### src/rtl/srst_sequencer.sv
// -----------------------------------------------------------------------------
// srst_sequencer
// Arbitrates soft-reset requests from NREQ sources in the CSR clock domain,
// issues a single rstsoft pulse to the reset controller, then follows the
// synchronized domain reset-status lines through reset entry and exit before
// signalling completion (done) or a timeout (err_tmo).
// Only one sequence runs at a time.
//
// All outputs are registered, so each one is a one-cycle-delayed view of the
// internal FSM. For example, rstsoft appears two cycles after a request
// arrives in IDLE.
//
// Parameters
//   NREQ          number of requesters (2..8)
//   TMO_CYCLES    cycles allowed in each WAIT state before timeout
//   GUARD_CYCLES  settle cycles after both domains leave reset
//
// Ports
//   clkcsr      in   CSR clock, the only clock
//   rstcsr      in   synchronous active-high reset
//   req         in   [NREQ] level request per source
//   rrstn_sync  in   receive-domain reset status (0 = in reset)
//   hrstn_sync  in   DMA-domain reset status (0 = in reset)
//   clr_err     in   clears err_sticky
//   rstsoft     out  1-cycle soft-reset pulse
//   grant       out  [NREQ] one-hot source being serviced, 0 when idle
//   busy        out  high while a sequence is in progress
//   done        out  1-cycle end-of-sequence pulse
//   err_tmo     out  1-cycle timeout pulse, coincident with done
//   err_sticky  out  set by err_tmo, cleared by clr_err or rstcsr
//
// Optional feature (macro SRST_CAUSE_LOG_EN)
//   last_cause  out  [NREQ] grant of the most recently completed sequence
//   seq_count   out  [8] saturating count of completed sequences
// -----------------------------------------------------------------------------
module srst_sequencer #(
    parameter int NREQ         = 4,
    parameter int TMO_CYCLES   = 255,
    parameter int GUARD_CYCLES = 4
) (
    input  logic            clkcsr,
    input  logic            rstcsr,
    input  logic [NREQ-1:0] req,
    input  logic            rrstn_sync,
    input  logic            hrstn_sync,
    input  logic            clr_err,
    output logic            rstsoft,
    output logic [NREQ-1:0] grant,
    output logic            busy,
    output logic            done,
    output logic            err_tmo,
    output logic            err_sticky
`ifdef SRST_CAUSE_LOG_EN
    ,
    output logic [NREQ-1:0] last_cause,
    output logic [7:0]      seq_count
`endif
);

    localparam int CNT_MAX = (TMO_CYCLES > GUARD_CYCLES) ? TMO_CYCLES : GUARD_CYCLES;
    localparam int TW      = $clog2(CNT_MAX + 1);
    localparam int PW      = $clog2(NREQ);

    localparam logic [TW-1:0] TMO_LAST   = TW'(TMO_CYCLES - 1);
    localparam logic [TW-1:0] GUARD_LAST = TW'(GUARD_CYCLES - 1);
    localparam logic [PW-1:0] PTR_LAST   = PW'(NREQ - 1);
    localparam logic [PW:0]   NREQ_W     = (PW+1)'(NREQ);

    typedef enum logic [2:0] {
        ST_IDLE      = 3'd0,
        ST_ASSERT    = 3'd1,
        ST_WAIT_LOW  = 3'd2,
        ST_WAIT_HIGH = 3'd3,
        ST_GUARD     = 3'd4,
        ST_DONE      = 3'd5
    } state_t;

    state_t          state_r;
    state_t          state_s;
    logic [NREQ-1:0] pending_r;
    logic [NREQ-1:0] pending_s;
    logic [NREQ-1:0] merged_s;
    logic [NREQ-1:0] absorb_s;
    logic [NREQ-1:0] pick_oh_s;
    logic [NREQ-1:0] sel_r;
    logic [PW-1:0]   rr_ptr_r;
    logic [PW-1:0]   pick_idx_s;
    logic [PW-1:0]   cand_s;
    logic [PW:0]     sum_s;
    logic            pick_vld_s;
    logic            grant_now_s;
    logic [TW-1:0]   timer_r;
    logic            timer_clr_s;
    logic            timer_inc_s;
    logic            tmo_hit_s;
    logic            tmo_r;
    logic            lines_low_s;
    logic            lines_high_s;

    assign lines_low_s  = ~rrstn_sync & ~hrstn_sync;
    assign lines_high_s = rrstn_sync & hrstn_sync;
    assign pick_oh_s    = {{(NREQ-1){1'b0}}, 1'b1} << pick_idx_s;
    assign grant_now_s  = (state_r == ST_IDLE) && pick_vld_s;

    // Request merge: repeat requests from the source being serviced are absorbed
    always_comb begin
        absorb_s = '0;
        if (state_r != ST_IDLE) begin
            absorb_s = sel_r;
        end else begin
            absorb_s = '0;
        end
        merged_s = pending_r | (req & ~absorb_s);
        if (grant_now_s) begin
            pending_s = merged_s & ~pick_oh_s;
        end else begin
            pending_s = merged_s;
        end
    end

    // Round-robin search starting at rr_ptr_r, wrapping at NREQ
    always_comb begin
        pick_vld_s = 1'b0;
        pick_idx_s = '0;
        sum_s      = '0;
        cand_s     = '0;
        for (int k = 0; k < NREQ; k++) begin
            sum_s = {1'b0, rr_ptr_r} + (PW+1)'(k);
            if (sum_s >= NREQ_W) begin
                sum_s = sum_s - NREQ_W;
            end else begin
                sum_s = sum_s;
            end
            cand_s = sum_s[PW-1:0];
            if (!pick_vld_s && merged_s[cand_s]) begin
                pick_vld_s = 1'b1;
                pick_idx_s = cand_s;
            end else begin
                pick_vld_s = pick_vld_s;
            end
        end
    end

    // FSM state register
    always_ff @(posedge clkcsr) begin
        if (rstcsr) begin
            state_r <= ST_IDLE;
        end else begin
            state_r <= state_s;
        end
    end

    // FSM next-state and timer control; an exit condition beats a same-cycle timeout
    always_comb begin
        state_s     = state_r;
        timer_clr_s = 1'b0;
        timer_inc_s = 1'b0;
        tmo_hit_s   = 1'b0;
        case (state_r)
            ST_IDLE: begin
                if (pick_vld_s) begin
                    state_s = ST_ASSERT;
                end else begin
                    state_s = ST_IDLE;
                end
            end
            ST_ASSERT: begin
                state_s     = ST_WAIT_LOW;
                timer_clr_s = 1'b1;
            end
            ST_WAIT_LOW: begin
                if (lines_low_s) begin
                    state_s     = ST_WAIT_HIGH;
                    timer_clr_s = 1'b1;
                end else if (timer_r == TMO_LAST) begin
                    state_s   = ST_DONE;
                    tmo_hit_s = 1'b1;
                end else begin
                    timer_inc_s = 1'b1;
                end
            end
            ST_WAIT_HIGH: begin
                if (lines_high_s) begin
                    state_s     = ST_GUARD;
                    timer_clr_s = 1'b1;
                end else if (timer_r == TMO_LAST) begin
                    state_s   = ST_DONE;
                    tmo_hit_s = 1'b1;
                end else begin
                    timer_inc_s = 1'b1;
                end
            end
            ST_GUARD: begin
                if (timer_r == GUARD_LAST) begin
                    state_s = ST_DONE;
                end else begin
                    timer_inc_s = 1'b1;
                end
            end
            ST_DONE: begin
                state_s = ST_IDLE;
            end
            default: begin
                state_s = ST_IDLE;
            end
        endcase
    end

    // Wait/guard timer; increments only below its terminal value, so it never wraps
    always_ff @(posedge clkcsr) begin
        if (rstcsr) begin
            timer_r <= '0;
        end else if (timer_clr_s) begin
            timer_r <= '0;
        end else if (timer_inc_s) begin
            timer_r <= timer_r + TW'(1);
        end else begin
            timer_r <= timer_r;
        end
    end

    // Remembers that the current sequence ended by timeout
    always_ff @(posedge clkcsr) begin
        if (rstcsr) begin
            tmo_r <= 1'b0;
        end else if (tmo_hit_s) begin
            tmo_r <= 1'b1;
        end else if (state_r == ST_DONE) begin
            tmo_r <= 1'b0;
        end else begin
            tmo_r <= tmo_r;
        end
    end

    // Pending requests, serviced source and round-robin pointer
    always_ff @(posedge clkcsr) begin
        if (rstcsr) begin
            pending_r <= '0;
            sel_r     <= '0;
            rr_ptr_r  <= '0;
        end else begin
            pending_r <= pending_s;
            if (grant_now_s) begin
                sel_r    <= pick_oh_s;
                rr_ptr_r <= (pick_idx_s == PTR_LAST) ? '0 : pick_idx_s + PW'(1);
            end else if (state_r == ST_DONE) begin
                sel_r    <= '0;
                rr_ptr_r <= rr_ptr_r;
            end else begin
                sel_r    <= sel_r;
                rr_ptr_r <= rr_ptr_r;
            end
        end
    end

    // Registered outputs; err_sticky is set by the err_tmo pulse and set wins over clr_err
    always_ff @(posedge clkcsr) begin
        if (rstcsr) begin
            rstsoft    <= 1'b0;
            grant      <= '0;
            busy       <= 1'b0;
            done       <= 1'b0;
            err_tmo    <= 1'b0;
            err_sticky <= 1'b0;
        end else begin
            rstsoft    <= (state_r == ST_ASSERT);
            grant      <= sel_r;
            busy       <= (state_r != ST_IDLE);
            done       <= (state_r == ST_DONE);
            err_tmo    <= (state_r == ST_DONE) && tmo_r;
            err_sticky <= err_tmo | (err_sticky & ~clr_err);
        end
    end

`ifdef SRST_CAUSE_LOG_EN
    // Cause log: last serviced source and saturating completion count
    always_ff @(posedge clkcsr) begin
        if (rstcsr) begin
            last_cause <= '0;
            seq_count  <= 8'd0;
        end else if (state_r == ST_DONE) begin
            last_cause <= sel_r;
            seq_count  <= (seq_count == 8'hFF) ? seq_count : seq_count + 8'd1;
        end else begin
            last_cause <= last_cause;
            seq_count  <= seq_count;
        end
    end
`endif

endmodule
### config.mk
export PLATFORM = sky130hd
export DESIGN_NAME = srst_sequencer
export DESIGN_NICKNAME = d
export VERILOG_FILES = /design/src/rtl/srst_sequencer.sv
export SDC_FILE = /design/constraint.sdc
export NUM_CORES = 1
export LEC_CHECK = 0
export ABC_AREA = 0
export BUFFER_PORTS_ARGS = -buffer_cell sky130_fd_sc_hd__buf_2
export CAP_MARGIN = 30
export CORE_MARGIN = 3
export CORE_UTILIZATION = 40
export CTS_BUF_LIST = sky130_fd_sc_hd__clkbuf_8
export CTS_CLUSTER_DIAMETER = 100
export CTS_CLUSTER_SIZE = 30
export DETAILED_ROUTE_END_ITERATION = 7
export GPL_ROUTABILITY_DRIVEN = 0
export PLACE_DENSITY = 0.59
export SLEW_MARGIN = 30
export SYNTH_ARGS = -nofsm -noshare
export SYNTH_HDL_FRONTEND = slang
export SYNTH_SLANG_ARGS = --single-unit
### constraint.sdc
create_clock -name clkcsr -period 4.35 [get_ports clkcsr]
set_clock_uncertainty 0.05 [all_clocks]
set_input_delay 0.6525 -clock clkcsr [delete_from_list [all_inputs] [get_ports clkcsr]]
set_output_delay 0.6525 -clock clkcsr [all_outputs]
set_load 0.005 [all_outputs]
==> flow_metrics.tcl <==
set metrics [dict create \
    drc 0 \
    peakVddDrop_mv 0.198 \
    drt-total-wl_um 3070 \
    multiInputGateArea_um2 795 \
    num_rows 21 \
    synth_area_leaders "dfxtp_1 41%, a21oi_1 7.3%, ha_1 5.0%" \
    start_kind "flop" \
    synth_seq_area_share 0.413 \
    setup_tns_ns 0 \
    setup_violations 0 \
    required_ns 4.46 \
    grt_max_degree 24 \
    htree_levels 2 \
    antenna_found_initial 0 \
    die_area_um2 4530 \
    end_kind "flop" \
    synth_top_family_by_area "compound AO/OA/AOI/OAI gates" \
    ff2ff_setup_slack_ns 1.89 \
    antenna_cells 0 \
    syn-num-nets 183 \
    fp.dieH_um 67.3 \
    hold_violations 0 \
    grt_overflow_total 0 \
    slew_headroom 0.609 \
    async_flop_share 0 \
    synth_top_area_share 0.413 \
    post_cts_buffers 0 \
    max_freq_mhz 407 \
    hold_end "tmo_r" \
    synth_compound_area_frac 0.250 \
    met1_usage 0.174 \
    die_x_um 67.3 \
    crit_type "reg2reg" \
    fin_cells 231 \
    initial_core_util 0.434 \
    synthMuxAreaShare 0.00666 \
    status "complete, no violations" \
    yosys.area_share.simple 0.215 \
    synth.ff_latch_count 31 \
    rr_worst_depth 8 \
    ios 18 \
    numClockSinks 31 \
    regArea_um2 621 \
    clock_latency_ns 0.28 \
    r2r-start "state_r[1]" \
    synth_top_flop_cell "dfxtp_1" \
    hp-class "reg2reg" \
    power_density_nw_per_um2 473 \
    num_vias 1265 \
    wl_per_cell_um 13.3 \
    hold_ws_ns 0.406 \
    drtPass1Iterations 4 \
    final_layout_size_suffix_gt1_frac 0.211 \
    drv_slew 0 \
    grt_use_met2 0.229 \
    max_cap_viol_count 0 \
    ctsHoldBuffers 0 \
    crit_path_max_fanout 13 \
    cts_tree "built" \
    worst_pin_slew_ns 0.585 \
    final_nets 200 \
    cts_resized 0 \
    dp_cells 224 \
    grt_pass1_wl_um 4970 \
    synth_warnings 0 \
    rsz0062_at_grt "false" \
    period_share 0.565 \
    clk_transition_reported_paths_ns 0.06 \
    synth_area_um2 1500 \
    ys_types 44 \
    ant_nets 0 \
    grt-busiest-layer "met2" \
    synth-xor-area-share 0.00582 \
    viasPerCell 5.48 \
    area_delta_synth_final_pct 11.4 \
    power.leakage_nw 0.652 \
    dp_slack_ns 1.92 \
    hp-start "tmo_r" \
    io_buffer_count 17 \
    n_fill_cell 362 \
    core-area_um2 3470 \
    yosysTopAreaCell "dfxtp_1" \
    min_path_cells 2 \
    grt_pass1_vias 1131 \
    fin_crit_ns 2.46 \
    synth_edf_count 0 \
    grtUsageTotal 0.149 \
    r2r-end "rr_ptr_r[1]" \
    drt-initial-drc-count 40 \
    grt_use_met3 0.0416 \
    clock_path_buffers 2 \
    cts_root_buf "clkbuf_8" \
    tritoncts.num_buffers 5 \
    syn_inst 168 \
    syn_area_per_cell_um2 8.95 \
    setup_slack_ns 1.89 \
    critPathArrivalTime_ns 2.57 \
    yosys.area_share.adder 0.0499 \
    hpwlAfterDp_um 2200 \
]
per-stage QoR:
stage	power (mW)	util	area (um2)
2_1_floorplan	0.523	-	1500
3_3_place_gp	0.562	0.458	1590
3_5_place_dp	0.568	0.458	1590
4_1_cts	0.798	0.483	1680
5_1_grt	0.843	0.483	1680
6_report	0.792	0.483	1680
how the worst max path moves through the flow:
| stage | cells past startpoint | endpoint | slack [ns] | startpoint |
|---|---|---|---|---|
| global placement | 8 | rr_ptr_r[1] | 2.04 | req[0] |
| finish | 8 | rr_ptr_r[1] | 1.89 | state_r[1] |
| global route | 8 | rr_ptr_r[1] | 1.68 | state_r[1] |
| floorplan | 7 | rr_ptr_r[1] | 2.26 | req[0] |
| CTS | 8 | rr_ptr_r[1] | 1.95 | state_r[2] |
| detailed placement | 8 | rr_ptr_r[1] | 1.92 | req[0] |
critical path: stages, from the launching register on:
cell,delay [ns]
dfxtp_1,0.57
o31ai_1,0.14
a21oi_1,0.49
o22ai_1,0.15
a32oi_1,0.27
and3_1,0.24
ha_1,0.23
mux2i_1,0.13
nor2_1,0.05
synthesized netlist by cell type, drive strengths merged, types with 2 or more instances:
cell type,instances
dfxtp,31
a21oi,22
nand2,13
nor2,10
o21ai,9
inv,8
ha,6
or3,6
a211oi,5
nand3,5
buf,4
nand3b,4
nor2b,4
o31ai,4
a21o,3
and3,3
clkbuf,3
nand4,3
o22ai,3
nand2b,2
nor4,2
o211ai,2
metal layers:
layer | vias up | part of all wire
met5 | - | 0
met4 | 0 | 0.028
met3 | 7 | 0.052
met2 | 33 | 0.44
met1 | 579 | 0.48
li1 | 646 | -
cell type report:
| cell class | count | area share |
|---|---|---|
| clock inverter | 1 | 0.00299 |
| sequential | 31 | 0.370 |
| multi-input combinational | 122 | 0.474 |
| clock buffer | 6 | 0.0493 |
| timing repair buffer | 17 | 0.0508 |
| tap | 46 | 0.0344 |
| inverter | 8 | 0.0179 |
kinds of logic after synthesis:
group,Yosys count
compound gates,57
simple gates,57
flops,31
buf+inv,15
fa+ha+maj,6
xor+xnor,1
mux,1
registers in the layout, summed over array words and instances, names as in the netlist:
signal and flops:
rstsoft 1, sel_r 4, rr_ptr_r 2, busy 1
grant 4, tmo_r 1, state_r 3, timer_r 8
done 1, pending_r 4, err_sticky 1, err_tmo 1
power breakdown:
group / internal (mW) / switching (mW) / leakage (nW) / total (mW)
Sequential: 0.322 / 0.0339 / 0.253 / 0.356
Combinational: 0.0871 / 0.121 / 0.352 / 0.208
Clock: 0.124 / 0.104 / 0.0470 / 0.228
Total: 0.533 / 0.259 / 0.652 / 0.792
cells in the final DEF, fill, tap and decap left out, drive strengths merged, types with 2 or more instances in the layout:
master | netlist | routed
dfxtp | 31 | 31
a21oi | 22 | 22
buf | 4 | 17
nand2 | 13 | 13
nor2 | 10 | 10
o21ai | 9 | 9
inv | 8 | 8
or3 | 6 | 6
ha | 6 | 6
clkbuf | 3 | 6
nand3 | 5 | 5
a211oi | 5 | 5
o31ai | 4 | 4
nand3b | 4 | 4
nor2b | 4 | 4
nand4 | 3 | 3
a21o | 3 | 3
o22ai | 3 | 3
and3 | 3 | 3
o211ai | 2 | 2
nand2b | 2 | 2
nor4 | 2 | 2
Note: power is estimated with default switching activity, not from simulation.
